### src/rtl/time_manager_ctrl.sv
// -----------------------------------------------------------------------------
// time_manager_ctrl
//
// Global timestep selection and emulation-time accumulation for the emulator
// clock domain. Each cycle the smallest valid, non-negative dt request is
// chosen, capped by dt_max. The choice is clamped so emu_time never steps past
// stop_time when stop-at-time is enabled. Run / pause / single-step control is
// a three-state FSM (IDLE, RUN, HALT). emu_time saturates at the largest
// positive value and sets a sticky overflow flag.
//
// Parameters
//   n          number of dt request channels (>= 1)
//   width      signed width of dt_req, dt_max and emu_dt
//   time_width signed width of emu_time and stop_time (>= width)
//   cnt_width  width of step_count
//   idx_width  width of emu_dt_idx
//
// Ports
//   emu_clk     in   emulator clock, all state changes on the rising edge
//   emu_rst     in   asynchronous active-high reset
//   dt_req      in   n x width signed per-channel requested timestep
//   dt_valid    in   n per-channel request enable
//   dt_max      in   width signed upper bound on the timestep
//   ctrl_run    in   level, continuous advance request
//   ctrl_step   in   single-cycle advance request, honoured in IDLE
//   stop_en     in   enables stop-at-time
//   stop_time   in   time_width signed target halt time
//   emu_dt      out  dt applied this cycle, 0 when not advancing (combinational)
//   emu_dt_idx  out  channel that set the minimum dt (combinational)
//   emu_dt_lim  out  dt set by dt_max, stop clamp or no valid channel
//   emu_time    out  accumulated emulation time
//   state       out  0=IDLE, 1=RUN, 2=HALT
//   step_count  out  number of advancing cycles, saturating
//   time_ovf    out  sticky, emu_time has saturated
// -----------------------------------------------------------------------------
module time_manager_ctrl #(
    parameter int n          = 4,
    parameter int width      = 32,
    parameter int time_width = 48,
    parameter int cnt_width  = 32,
    parameter int idx_width  = (n > 1) ? $clog2(n) : 1
) (
    input  logic                         emu_clk,
    input  logic                         emu_rst,
    input  logic signed [width-1:0]      dt_req [n],
    input  logic        [n-1:0]          dt_valid,
    input  logic signed [width-1:0]      dt_max,
    input  logic                         ctrl_run,
    input  logic                         ctrl_step,
    input  logic                         stop_en,
    input  logic signed [time_width-1:0] stop_time,
    output logic signed [width-1:0]      emu_dt,
    output logic        [idx_width-1:0]  emu_dt_idx,
    output logic                         emu_dt_lim,
    output logic signed [time_width-1:0] emu_time,
    output logic        [1:0]            state,
    output logic        [cnt_width-1:0]  step_count,
    output logic                         time_ovf
);

    typedef enum logic [1:0] {
        ST_IDLE = 2'd0,
        ST_RUN  = 2'd1,
        ST_HALT = 2'd2
    } state_t;

    // Time arithmetic is carried one bit wider so overflow past the positive
    // limit is visible before saturation.
    localparam int SW = time_width + 1;
    localparam logic signed [SW-1:0] TIME_MAX = SW'({1'b0, {(time_width-1){1'b1}}});

    // Negative requests and bounds mean "no time", never a step backwards.
    function automatic logic signed [width-1:0] clip_neg(input logic signed [width-1:0] v);
        return v[width-1] ? '0 : v;
    endfunction

    function automatic logic signed [SW-1:0] sext_dt(input logic signed [width-1:0] v);
        return {{(SW-width){v[width-1]}}, v};
    endfunction

    function automatic logic signed [SW-1:0] sext_time(input logic signed [time_width-1:0] v);
        return {v[time_width-1], v};
    endfunction

    function automatic logic signed [time_width-1:0] sat_time(input logic signed [SW-1:0] s);
        if (s > TIME_MAX) begin
            return TIME_MAX[time_width-1:0];
        end
        return time_width'(s);
    endfunction

    state_t                        state_q, state_d;
    logic signed [time_width-1:0]  time_q, time_d;
    logic        [cnt_width-1:0]   cnt_q, cnt_d;
    logic                          ovf_q, ovf_d;

    logic signed [width-1:0]       max_c;
    logic signed [width-1:0]       best_c;
    logic signed [width-1:0]       dt_sel;
    logic        [idx_width-1:0]   best_idx;
    logic                          any_vld;
    logic                          lim_sel;

    logic                          advance;
    logic                          clamp;
    logic signed [SW-1:0]          reach;
    logic signed [SW-1:0]          gap;
    logic signed [SW-1:0]          sum;

    // Minimum search: strict less-than keeps the lowest index on ties.
    always_comb begin
        max_c    = clip_neg(dt_max);
        best_c   = '0;
        best_idx = '0;
        any_vld  = 1'b0;
        for (int i = 0; i < n; i++) begin
            if (dt_valid[i]) begin
                if (!any_vld || (clip_neg(dt_req[i]) < best_c)) begin
                    best_c   = clip_neg(dt_req[i]);
                    best_idx = idx_width'(i);
                end
                any_vld = 1'b1;
            end
        end

        if (!any_vld) begin
            dt_sel  = max_c;
            lim_sel = 1'b1;
        end else if (max_c < best_c) begin
            dt_sel  = max_c;
            lim_sel = 1'b1;
        end else begin
            dt_sel  = best_c;
            lim_sel = 1'b0;
        end
    end

    // Advance decision and stop clamp. The clamped step is at most dt_sel,
    // so the truncation of gap back to width bits is lossless.
    always_comb begin
        advance = (state_q == ST_RUN) || ((state_q == ST_IDLE) && ctrl_step);
        reach   = sext_time(time_q) + sext_dt(dt_sel);
        gap     = sext_time(stop_time) - sext_time(time_q);
        clamp   = advance && stop_en && (reach >= sext_time(stop_time));

        emu_dt = '0;
        if (clamp) begin
            emu_dt = gap[SW-1] ? '0 : width'(gap);
        end else if (advance) begin
            emu_dt = dt_sel;
        end
        emu_dt_lim = lim_sel | clamp;
        emu_dt_idx = best_idx;
    end

    // Next-state: time accumulation, step counter, FSM.
    always_comb begin
        sum    = sext_time(time_q) + sext_dt(emu_dt);
        time_d = sat_time(sum);
        ovf_d  = ovf_q | (sum > TIME_MAX);

        cnt_d = cnt_q;
        if (advance && !(&cnt_q)) begin
            cnt_d = cnt_q + cnt_width'(1);
        end

        state_d = state_q;
        case (state_q)
            ST_IDLE: begin
                // A clamping single step wins over a run request.
                if (clamp) begin
                    state_d = ST_HALT;
                end else if (ctrl_run) begin
                    state_d = ST_RUN;
                end
            end
            ST_RUN: begin
                if (clamp) begin
                    state_d = ST_HALT;
                end else if (!ctrl_run) begin
                    state_d = ST_IDLE;
                end
            end
            ST_HALT: begin
                if (!ctrl_run && !ctrl_step) begin
                    state_d = ST_IDLE;
                end
            end
            default: begin
                state_d = ST_IDLE;
            end
        endcase
    end

    always_ff @(posedge emu_clk or posedge emu_rst) begin
        if (emu_rst) begin
            state_q <= ST_IDLE;
            time_q  <= '0;
            cnt_q   <= '0;
            ovf_q   <= 1'b0;
        end else begin
            state_q <= state_d;
            time_q  <= time_d;
            cnt_q   <= cnt_d;
            ovf_q   <= ovf_d;
        end
    end

    assign emu_time   = time_q;
    assign state      = state_q;
    assign step_count = cnt_q;
    assign time_ovf   = ovf_q;

endmodule
### config.mk
export PLATFORM = sky130hd
export DESIGN_NAME = time_manager_ctrl
export DESIGN_NICKNAME = d
export VERILOG_FILES = /design/src/rtl/time_manager_ctrl.sv
export SDC_FILE = /design/constraint.sdc
export NUM_CORES = 1
export LEC_CHECK = 0
export CORE_UTILIZATION = 35
export DETAILED_ROUTE_END_ITERATION = 6
export HOLD_SLACK_MARGIN = 0.08
export PLACE_DENSITY_LB_ADDON = 0.08
export SYNTH_ARGS = -nofsm -noshare
export SYNTH_HDL_FRONTEND = slang
export SYNTH_SLANG_ARGS = --single-unit
### constraint.sdc
create_clock -name emu_clk -period 60.1 [get_ports emu_clk]
set_input_delay 18.03 -clock emu_clk [delete_from_list [all_inputs] [get_ports emu_clk]]
set_output_delay 18.03 -clock emu_clk [all_outputs]
set_load 0.1 [all_outputs]
==> summary.md <==
| Metric | Value |
|---|---|
| Status | complete, no violations |
| Critical path class | primary input to primary output |
| Final Worst Setup Slack | 1670 ps |
| Fin Setup TNS | 0 ps |
| Final routed DRC violation total | 0 |
| Vias | 16300 |
| Pre-CTS setup slack | 1330 ps |
| Synth Flop Type | dfrtp_1 |
| Share of cells above drive strength 1 | 4.36% |
| Starting Density | 35.4% |
| Metal3 WL | 2440 um |
| Largest net degree at the start of global routing | 46 |
| Int Pwr | 0.458 mW |
| Peak supply drop | 47.0 uV |
| CP Max Fanout | 36 |
| Total congestion overflow | 0 |
| Arrival time at the worst endpoint | 40400 ps |
| Clk_skew | 12.0 ps |
| Hold/Removal Path Class | flop to flop |
| Root Buffer | clkbuf_16 |
| Sw Share | 60.2% |
| Final Setup Violations | 0 |
| Slew headroom | 21.3% |
| Max Transition Viols Final | 0 |
| Inserted Clock Buffers | 9 |
| Peak Freq | 17.1 MHz |
| Area share of the largest cell type after synthesis | 21.5% |
| Synthesis-stage register bit count | 83 |
| Routed met2 length | 28900 um |
| Synthesized area | 16000 sq um |
| Area Overhead vs Synth | 26.5% |
| Crit-path most repeated cell | a21o_1 |
| Syn Inst Count | 2108 |
| FF-to-FF End | emu_time[9] |
| Final Hold Vio Count | 0 |
| Final wirelength | 59500 um |
| Worst-margin pin slew | 1180 ps |
| Combinational Power Share | 85.6% |
| Clock Power Share | 5.1% |
| First-pass GRT wire length | 90500 um |
| H-tree depth | 3 |
| Num ports | 335 |
| Synth unique cells | 89 |
| Net count after synthesis | 2603 |
| Critical Path Start | dt_valid[0] |
| Die area | 46600 sq um |
| Rows | 78 |
| Crit end category | primary output |
| Top sig layer | met5 |
| Initial antenna violation count | 10 |
| DRT Pass-1 Iters | 5 |
| Post-CTS setup buffer count | 0 |
| Post-Layout Cell Count | 3011 |
| Wire per inst | 19.8 um |
| Clock Latency Late Sink | 390 ps |
| Area of the multi-input gates | 13000 sq um |
| Die Wd | 216 um |
| Seq pwr share | 9.3% |
| Area contributors post-synth | ha_1 (21%), dfrtp_1 (13%), xnor2_1 (5.8%) |
| Synth warn | 0 |
| Slowest CP cell | clkdlybuf4s50_1 |
| Max-cap violations | 0 |
| Seq/Total Area, Yosys | 13.0% |
| First DRT Iteration DRCs | 865 |
| Post-route ant nets | 0 |
| CTS clk-pin slew, worst paths | 60 ps |
| Clock Tree Buf Depth | 2 |
| M1 WL | 27000 um |
| Power Density | 56.8 nW/um^2 |
| Reg-to-reg startpoint | emu_time[0] |
| CP endpoint | emu_dt[20] |
| IO Port Bufs | 334 |
| Routability cong. | 0.931 |
| Die Y-Extent | 216 um |
| Count leader, synth | ha_1 |
| Final Critical Period | 58430 ps |
| Core footprint | 45300 sq um |
| CP peak stage delay | 1260 ps |
| RSZ-0062 raised after global routing | false |
| Nets | 2897 |
| Register area | 2080 sq um |
| Number of global-route vias before repair | 16100 |
| Leakage | 9.56 nW |
| TritonCTS clock tree | yes |
| Reg2Reg Setup Slack | 45980 ps |
| Fin crit share | 97.2% |
| Fillers | 4693 |
| Post-synth EDFFs | 0 |
| Worst EP required | 42070 ps |
| DP Wirelength | 50700 um |
| Sw power | 0.694 mW |
| Reg2Reg Depth | 46 |
| GRT Total Usage | 24.9% |
| Top cells by count, synth | ha_1 (275), nand2_1 (191), inv_1 (169), a21oi_1 (167), nor2_1 (129) |
| Synth area leader | ha_1 |
| Mean post-synth cell area | 7.60 sq um |
| Placed Cells | 2991 |
| Crit start category | primary input |
| Vias/cell | 5.41 |
| Async S/R FF share, synth | 100% |
| Clock Sinks | 83 |
-- layout by cell type (no fill, tap or decap), drive strengths merged, types with 7 or more instances in the layout --
cell type      instances
o211ai                11
o21a                  35
o221a                  7
or3                    8
clkdlybuf4s50        304
nor3                  21
o221ai                 8
clkbuf                20
dlymetal6s2s          19
a21o                  92
a211oi                28
dfrtp                 83
inv                  169
nor2b                128
mux2                  20
a32oi                  8
o21ai                105
nand2b                45
xnor2                107
nor2                 131
nand3                 54
o21bai                22
and3                  15
o32ai                 22
buf                   16
a22o                   8
a31oi                 36
ha                   275
a21oi                168
nor4                  10
nand2                191
mux2i                 11
nand4                 46
and2                  36
and4                   9
xor2                  45
-- metrics by stage --
step | area [sq um] | power [mW] | hold WS (ps) | utilization (%)
after CTS | 20300 | 1.16 | 477 | 44.8
after floorplan | 16000 | 0.846 | 1040 | -
after detailed placement | 20000 | 1.09 | 460 | 44.1
final | 20300 | 1.15 | 472 | 44.8
after global routing | 20300 | 1.24 | 501 | 44.8
after global placement | 20000 | 1.08 | 456 | 44.1
-- logic make-up after synthesis --
| family | count (synthesis) | synth area share [%] |
|---|---|---|
| AOI/OAI and AO/OA | 619 | 26.3 |
| and+or+nand+nor | 708 | 22.4 |
| xor gates and xnor gates | 152 | 8.31 |
| muxes | 31 | 2.14 |
| adders and majority gates | 279 | 21.9 |
| buffers and inverters | 236 | 5.95 |
| DFF | 83 | 13.0 |
-- worst min-delay path by stage --
| stage | end | cells after the start | startpoint |
|---|---|---|---|
| finish | time_ovf | 1 | time_ovf |
| global route | time_ovf | 1 | time_ovf |
| CTS | time_ovf | 1 | time_ovf |
| detailed placement | time_ovf | 1 | time_ovf |
| global placement | time_ovf | 1 | time_ovf |
| floorplan | step_count[13] | 2 | step_count[12] |
-- layer usage --
layer / vias to the layer above / track usage (%)
met4: 10 / 6.88
met2: 374 / 43.1
met5: - / 0
met1: 7662 / 32.2
li1: 8195 / -
met3: 57 / 3.17
-- state kept, by name, indices dropped and copies added, names as in the netlist --
register,flops
time_ovf,1
step_count,32
emu_time,48
state,2
-- power by group through the flow --
stage                     combinational (mW)  sequential [mW]  clock [mW]
after floorplan                        0.629            0.218           0
after global placement                 0.973            0.109           0
after detailed placement               0.980            0.108           0
after CTS                              0.986            0.108      0.0620
after global routing                    1.07            0.110      0.0634
final                                  0.985            0.107      0.0593
-- cell type report --
class / instances / share of cell area [%]
clock buffer: 9 / 1.11
clock inverter: 7 / 0.383
timing repair buffer: 350 / 17.0
antenna: 4 / 0.0494
multi-input combinational: 1789 / 64.3
inverter: 169 / 3.13
tap: 600 / 3.70
sequential: 83 / 10.2
-- critical path, delay by kind of cell --
kind | cells | cell delay (ps)
AO/OA/AOI/OAI | 55 | 13130
XOR/XNOR | 1 | 130
adder cells (fa/ha/maj) | 6 | 1850
buffers and inverters | 9 | 4280
multiplexers | 1 | 370
AND/OR/NAND/NOR | 11 | 2540
-- timing repair --
action | 4_1_cts | 5_1_grt
setup endpoints to repair | 0 | 32
hold endpoints to repair | 0 | 0
hold buffers | 0 | 0
resized for setup | 0 | 43
(Power assumes the default switching activity.)
==> edit 1: new RTL, same settings <==
The parameter `n` goes from 4 to 2.
--- a/src/rtl/time_manager_ctrl.sv
+++ b/src/rtl/time_manager_ctrl.sv
@@ -35,5 +35,5 @@
 // -----------------------------------------------------------------------------
 module time_manager_ctrl #(
-    parameter int n          = 4,
+    parameter int n          = 2,
     parameter int width      = 32,
     parameter int time_width = 48,
Ports: changed (resized dt_req, dt_valid and emu_dt_idx); port bits go from 335 to 268. No check against the original RTL was run, so the function may have changed too.
==> edit 1 against the original RTL <==
Synthesized area decreased by 16%. Sequential cell count unchanged. Design area decreased by 16%. Sequential share of layout area increased by 2.0 points. Count of clock-buffer cells in the layout unchanged. Critical path depth decreased by 36. Hold slack improved by 0.0052 ns. Total power decreased by 18%. Synthesized cell count decreased by 17%. Register-to-register slack improved by 3.6 ns. Wire length decreased by 19%. Worst setup slack improved by 8.0 ns. Largest cell class unchanged.
==> edit 1: results (changes against the original RTL) <==
Power and ir drop
  • PwrDens: 55.5 mW/mm^2 (was 56.8 mW/mm^2)
  • Max IR drop VDD: 0.0000412 V (was 0.0000470 V)
  • Clock group: 0.0577 mW (was 0.0593 mW)
  • Int Power: 0.371 mW (was 0.458 mW)
  • Reg power frac: 12.3% (was 9.3%)
  • Leak pwr: 8.19 nW (was 9.56 nW)

Placement
  • IO buf count: 267 (was 334)
  • Pre-CTS WS: 9.64 ns (was 1.33 ns)
  • Post-Place Cell Area: 0.0167 mm^2 (was 0.0200 mm^2)
  • Final Wtd Congestion: 0.950 (was 0.931)
  • Placed Cells: 2489 (was 2991)
  • DPL Wire Length: 40100 um (was 50700 um)

Layout
  • Area grow syn2layout: 25.9% (was 26.5%)
  • # nets final: 2380 (was 2897)
  • # diodes: 0 (was 4)
  • Fillers: 3881 (was 4693)

Floorplan
  • Die Width: 199 um (was 216 um)

Clocking
  • Clock Latency Late Sink: 0.36 ns (was 0.39 ns)

Synthesis
  • Top cells by area, synth: ha_1 (22%), dfrtp_1 (15%), xnor2_1 (6.6%) (was ha_1 (21%), dfrtp_1 (13%), xnor2_1 (5.8%))
  • Seq/Total Area, Yosys: 15.4% (was 13.0%)
  • Leading cell types by count after synthesis: ha_1 (237), inv_1 (159), a21oi_1 (157), nand2_1 (154), nor2_1 (116) (was ha_1 (275), nand2_1 (191), inv_1 (169), a21oi_1 (167), nor2_1 (129))
  • Syn_area_per_cell: 7.75 um^2 (was 7.60 um^2)
  • Post-Syn Area: 0.0135 mm^2 (was 0.0160 mm^2)
  • Syn Nets: 2136 (was 2603)
  • Library cells used by synthesis: 74 (was 89)

Route
  • Vias post-DR: 13596 (was 16298)
  • Initial DRC count: 956 (was 865)
  • Post-Route WL: 48200 um (was 59500 um)
  • Met3 routed WL: 2890 um (was 2440 um)
  • Metal2 WL: 21800 um (was 28900 um)

Worst setup path
  • Worst path max stage delay: 1.28 ns (was 1.26 ns)
  • CP arrival: 32.43 ns (was 40.40 ns)
  • Worst-path fanout max: 39 (was 36)

STA
  • Slew @ Worst Pin: 1.12 ns (was 1.18 ns)
  • Skew final: 0.00651 ns (was 0.0120 ns)

Run status
  • Outcome: complete, no violations (unchanged)

GRT
  • GRT Util Overall: 24.0% (was 24.9%)
  • Met1 usage: 32.9% (was 32.2%)
  • Vias in the first global route: 13378 (was 16083)
  • GR peak layer: met2 (unchanged)
  • M2 GR Usage: 39.8% (was 43.1%)
  • Global-route wire length before repair: 73600 um (was 90500 um)
  • Initial antenna violation count: 1 (was 10)
  • Met3 Track Usage GR: 2.70% (was 3.17%)
  • Largest net degree at the start of global routing: 65 (was 46)
## edit 1: cell types whose count changed in the layout (fill, tap and decap cells not counted), moves of 16 or more
cell and delta:
nor2b_1 -79, dlymetal6s2s_1 -19, mux2i_1 +22, o21ai_0 -33, a31oi_1 -16, nand2_1 -37
clkdlybuf4s50_1 -37, and2_1 -25, o21a_1 -16, a22o_1 +21, ha_1 -38
## edit 1: cell type report
type                    instances  share of cell area, %
multi-input cells            1462                   62.8
repair buffers                274                   16.0
flip-flops and latches         83                   12.2
well taps                     511                   3.75
inverters                     159                   3.51
clock buffers                   9                   1.32
clock inverters                 7                  0.463
## edit 1: path summary, 6_finish.rpt
check	from	to	slack [ns]	depth (start not counted)
setup reg to reg	emu_time[0]$_DFF_PP0_	emu_time[46]$_DFF_PP0_	49.60	34
min in group asynchronous	emu_rst	step_count[13]$_DFFE_PP0P_	17.94	2
hold / removal	time_ovf$_DFF_PP0_	time_ovf$_DFF_PP0_	0.48	1
max in group asynchronous	emu_rst	emu_time[39]$_DFF_PP0_	40.94	3
setup / recovery	dt_valid[0]	emu_dt[31]	9.64	47
hold reg to reg	time_ovf$_DFF_PP0_	time_ovf$_DFF_PP0_	0.48	1
## edit 1: cell families after synthesis
family | after synthesis | share of synthesized area (%)
buf+inv | 200 | 5.78
flops | 83 | 15.4
fa+ha+maj | 240 | 22.4
mux | 36 | 2.69
xor+xnor | 141 | 9.13
simple gates | 551 | 20.4
compound gates | 494 | 24.3
## edit 1: critical path, delay by kind of cell
kind / cells / cell delay, ns
muxes: 1 / 0.48
xor gates and xnor gates: 1 / 0.11
buffers and inverters: 5 / 3.04
AOI/OAI and AO/OA: 27 / 6.76
adders and majority gates: 4 / 1.20
and+or+nand+nor: 9 / 2.71
==> edit 2: new RTL, config.mk and constraints unchanged <==
Made on the original files. Register the input `dt_max` before use, cleared by the reset. The logic sees it one clock later. The other inputs are not delayed to match.
--- a/src/rtl/time_manager_ctrl.sv
+++ b/src/rtl/time_manager_ctrl.sv
@@ -70,4 +70,14 @@
     localparam logic signed [SW-1:0] TIME_MAX = SW'({1'b0, {(time_width-1){1'b1}}});
 
+    logic signed [width-1:0] dt_max_q;
+
+    always_ff @(posedge emu_clk or posedge emu_rst) begin
+        if (emu_rst) begin
+            dt_max_q <= '0;
+        end else begin
+            dt_max_q <= dt_max;
+        end
+    end
+
     // Negative requests and bounds mean "no time", never a step backwards.
     function automatic logic signed [width-1:0] clip_neg(input logic signed [width-1:0] v);
@@ -110,5 +120,5 @@
     // Minimum search: strict less-than keeps the lowest index on ties.
     always_comb begin
-        max_c    = clip_neg(dt_max);
+        max_c    = clip_neg(dt_max_q);
         best_c   = '0;
         best_idx = '0;
Check against the original RTL: not equivalent (Yosys sat finds a counterexample within 4 cycles, from zero or initial values and one cycle with emu_rst high).
==> edit 2 against the original RTL <==
Worst setup slack gained 0.74 ns. Highest routed layer is now met4. Final cell count is 7.2% higher. Maximum frequency grew 1.3%. Design area rose by 7.9%. Register-to-register slack worse by 2.3 ns. Synthesized area up 7.7%. Sequential cell count up 32. Total power rose by 10%. Wire length is 12% higher. Combinational power increased by 6%.
==> edit 2: results (changes against the original RTL) <==
Worst setup path
  • FF-to-FF Start: dt_max_q[31]$_DFF_PP0_ (was emu_time[0]$_DFF_PP0_)
  • Reg2Reg Depth: 52 (was 46)
  • Worst path max stage delay: 1.27 ns
  • Critical Path RT: 42.07 ns (about the same)
  • Worst-path fanout max: 43 (was 36)
  • Setup crit start kind: input pin (unchanged)
  • Critical Path Source: dt_valid[0] (unchanged)

GRT
  • Largest net degree at the start of global routing: 70 (was 46)
  • Global-route wire length before repair: 102000 um (was 90500 um)
  • GRT Util Overall: 26.2% (was 24.9%)
  • Initial antenna violation count: 1 (was 10)
  • Vias in the first global route: 17716 (was 16083)

Clocking
  • CTS Buffer Depth: 2 (unchanged)
  • Inserted Clock Buffers: 17 (was 9)
  • CTS Root Cell: clkbuf_16 (unchanged)
  • Number of setup buffers added after CTS: 0 (unchanged)
  • Clk slew on worst S/H paths: 0.06 ns (about the same)
  • Post-CTS sizing: 0 (unchanged)
  • Clock Latency Late Sink: 0.44 ns (was 0.39 ns)
  • H-tree level count: 4 (was 3)

Hold path
  • Min-delay src: time_ovf$_DFF_PP0_ (unchanged)
  • WHS Path Cells: 1 (unchanged)

Placement
  • Placed Cells: 3195 (was 2991)
  • DPL Wire Length: 55400 um (was 50700 um)
  • Final Wtd Congestion: 0.962 (was 0.931)
  • IO buf count: 334 (unchanged)

Synthesis
  • Prevailing post-synth register cell: dfrtp_1 (unchanged)
  • Syn_area_per_cell: 7.68 um^2 (was 7.60 um^2)
  • Seq/Total Area, Yosys: 16.7% (was 13.0%)
  • Syn Nets: 2742 (was 2603)
  • Leading cell types by count after synthesis: ha_1 (275), nand2_1 (202), a21oi_1 (186), nor2_1 (173), inv_1 (155) (was ha_1 (275), nand2_1 (191), inv_1 (169), a21oi_1 (167), nor2_1 (129))
  • Yosys warning count: 0 (unchanged)
  • Top cells by area, synth: ha_1 (20%), dfrtp_1 (17%), a21oi_1 (5.4%) (was ha_1 (21%), dfrtp_1 (13%), xnor2_1 (5.8%))
  • Library cells used by synthesis: 89 (unchanged)
  • Ys async rst share: 100% (unchanged)

Layout
  • Non-Filler Instances: 3228 (was 3011)
  • # nets final: 3045 (was 2897)
  • Fillers: 4944 (was 4693)
  • Number of flip-flops in the largest register: 48 (unchanged)
  • Layout cell share with drive strength beyond 1: 3.78% (was 4.36%)

Power and ir drop
  • P_sw: 0.752 mW (was 0.694 mW)
  • Leak pwr: 9.98 nW (was 9.56 nW)
  • Max IR drop VDD: 0.0000420 V (was 0.0000470 V)

STA
  • Slew @ Worst Pin: 1.09 ns (was 1.18 ns)
  • Skew final: 0.0130 ns (was 0.0120 ns)

Run status
  • Outcome: complete, no violations (unchanged)

Route
  • DRT Pass-1 Iters: 5 (unchanged)
  • Initial DRC count: 1028 (was 865)
  • Vias post-DR: 17710 (was 16298)
  • Post-Route WL: 66500 um (was 59500 um)
edit 2: worst max-delay path, delay by kind of cell:
| kind | cells | cell delay [ns] |
|---|---|---|
| compound gates | 37 | 10.73 |
| xor+xnor | 1 | 0.14 |
| fa+ha+maj | 7 | 2.20 |
| buf+inv | 7 | 3.48 |
| simple gates | 20 | 4.97 |
edit 2: worst paths after layout:
check,endpoint,slack [ns]
worst max-delay path,emu_dt[4],2.41
worst min-delay path,time_ovf$_DFF_PP0_,0.47
worst max register to register,emu_time[3]$_DFF_PP0_,43.68
worst min register to register,time_ovf$_DFF_PP0_,0.47
max in group asynchronous,dt_max_q[0]$_DFF_PP0_,40.76
min in group asynchronous,step_count[24]$_DFFE_PP0P_,18.13
edit 2: area by class of cell:
| class | count | share of cell area (%) |
|---|---|---|
| clock buffers | 19 | 2.02 |
| repair buffers | 357 | 16.1 |
| clock inverters | 13 | 0.469 |
| well taps | 664 | 3.80 |
| multi-input cells | 1902 | 61.8 |
| diodes | 1 | 0.0114 |
| flip-flops and latches | 115 | 13.2 |
| inverters | 157 | 2.70 |
edit 2: through the flow:
| step | power, mW | instance area [um^2] | hold slack, ns | worst slack [ns] |
|---|---|---|---|---|
| 2_1_floorplan | 0.899 | 17300 | 0.982 | 5.99 |
| 5_1_grt | 1.37 | 21900 | 0.506 | 1.17 |
| 4_1_cts | 1.27 | 21900 | 0.477 | 2.49 |
| 6_report | 1.27 | 21900 | 0.467 | 2.41 |
| 3_5_place_dp | 1.16 | 21300 | 0.463 | 2.56 |
| 3_3_place_gp | 1.16 | 21300 | 0.463 | 3.06 |
edit 2: routing by layer:
metal	wire length, um	GRT usage (%)
met5	0	0
met4	1690	7.93
met3	2980	2.98
met2	31600	45.3
met1	30200	33.9
edit 2: power by group through the flow:
stage	logic [mW]	clock network [mW]	registers [mW]
2_1_floorplan	0.649	0	0.249
3_3_place_gp	1.02	0	0.135
3_5_place_dp	1.03	0	0.134
4_1_cts	1.03	0.102	0.133
5_1_grt	1.13	0.104	0.136
6_report	1.04	0.0991	0.133
edit 2: logic make-up after synthesis:
group                      count (synthesis)  synth area share, %
buffers and inverters                    230                 5.25
and+or+nand+nor                          805                 23.3
AOI/OAI and AO/OA                        653                 25.7
muxes                                     19                 1.33
xor gates and xnor gates                 147                 7.46
DFF                                      115                 16.7
adders and majority gates                278                 20.3
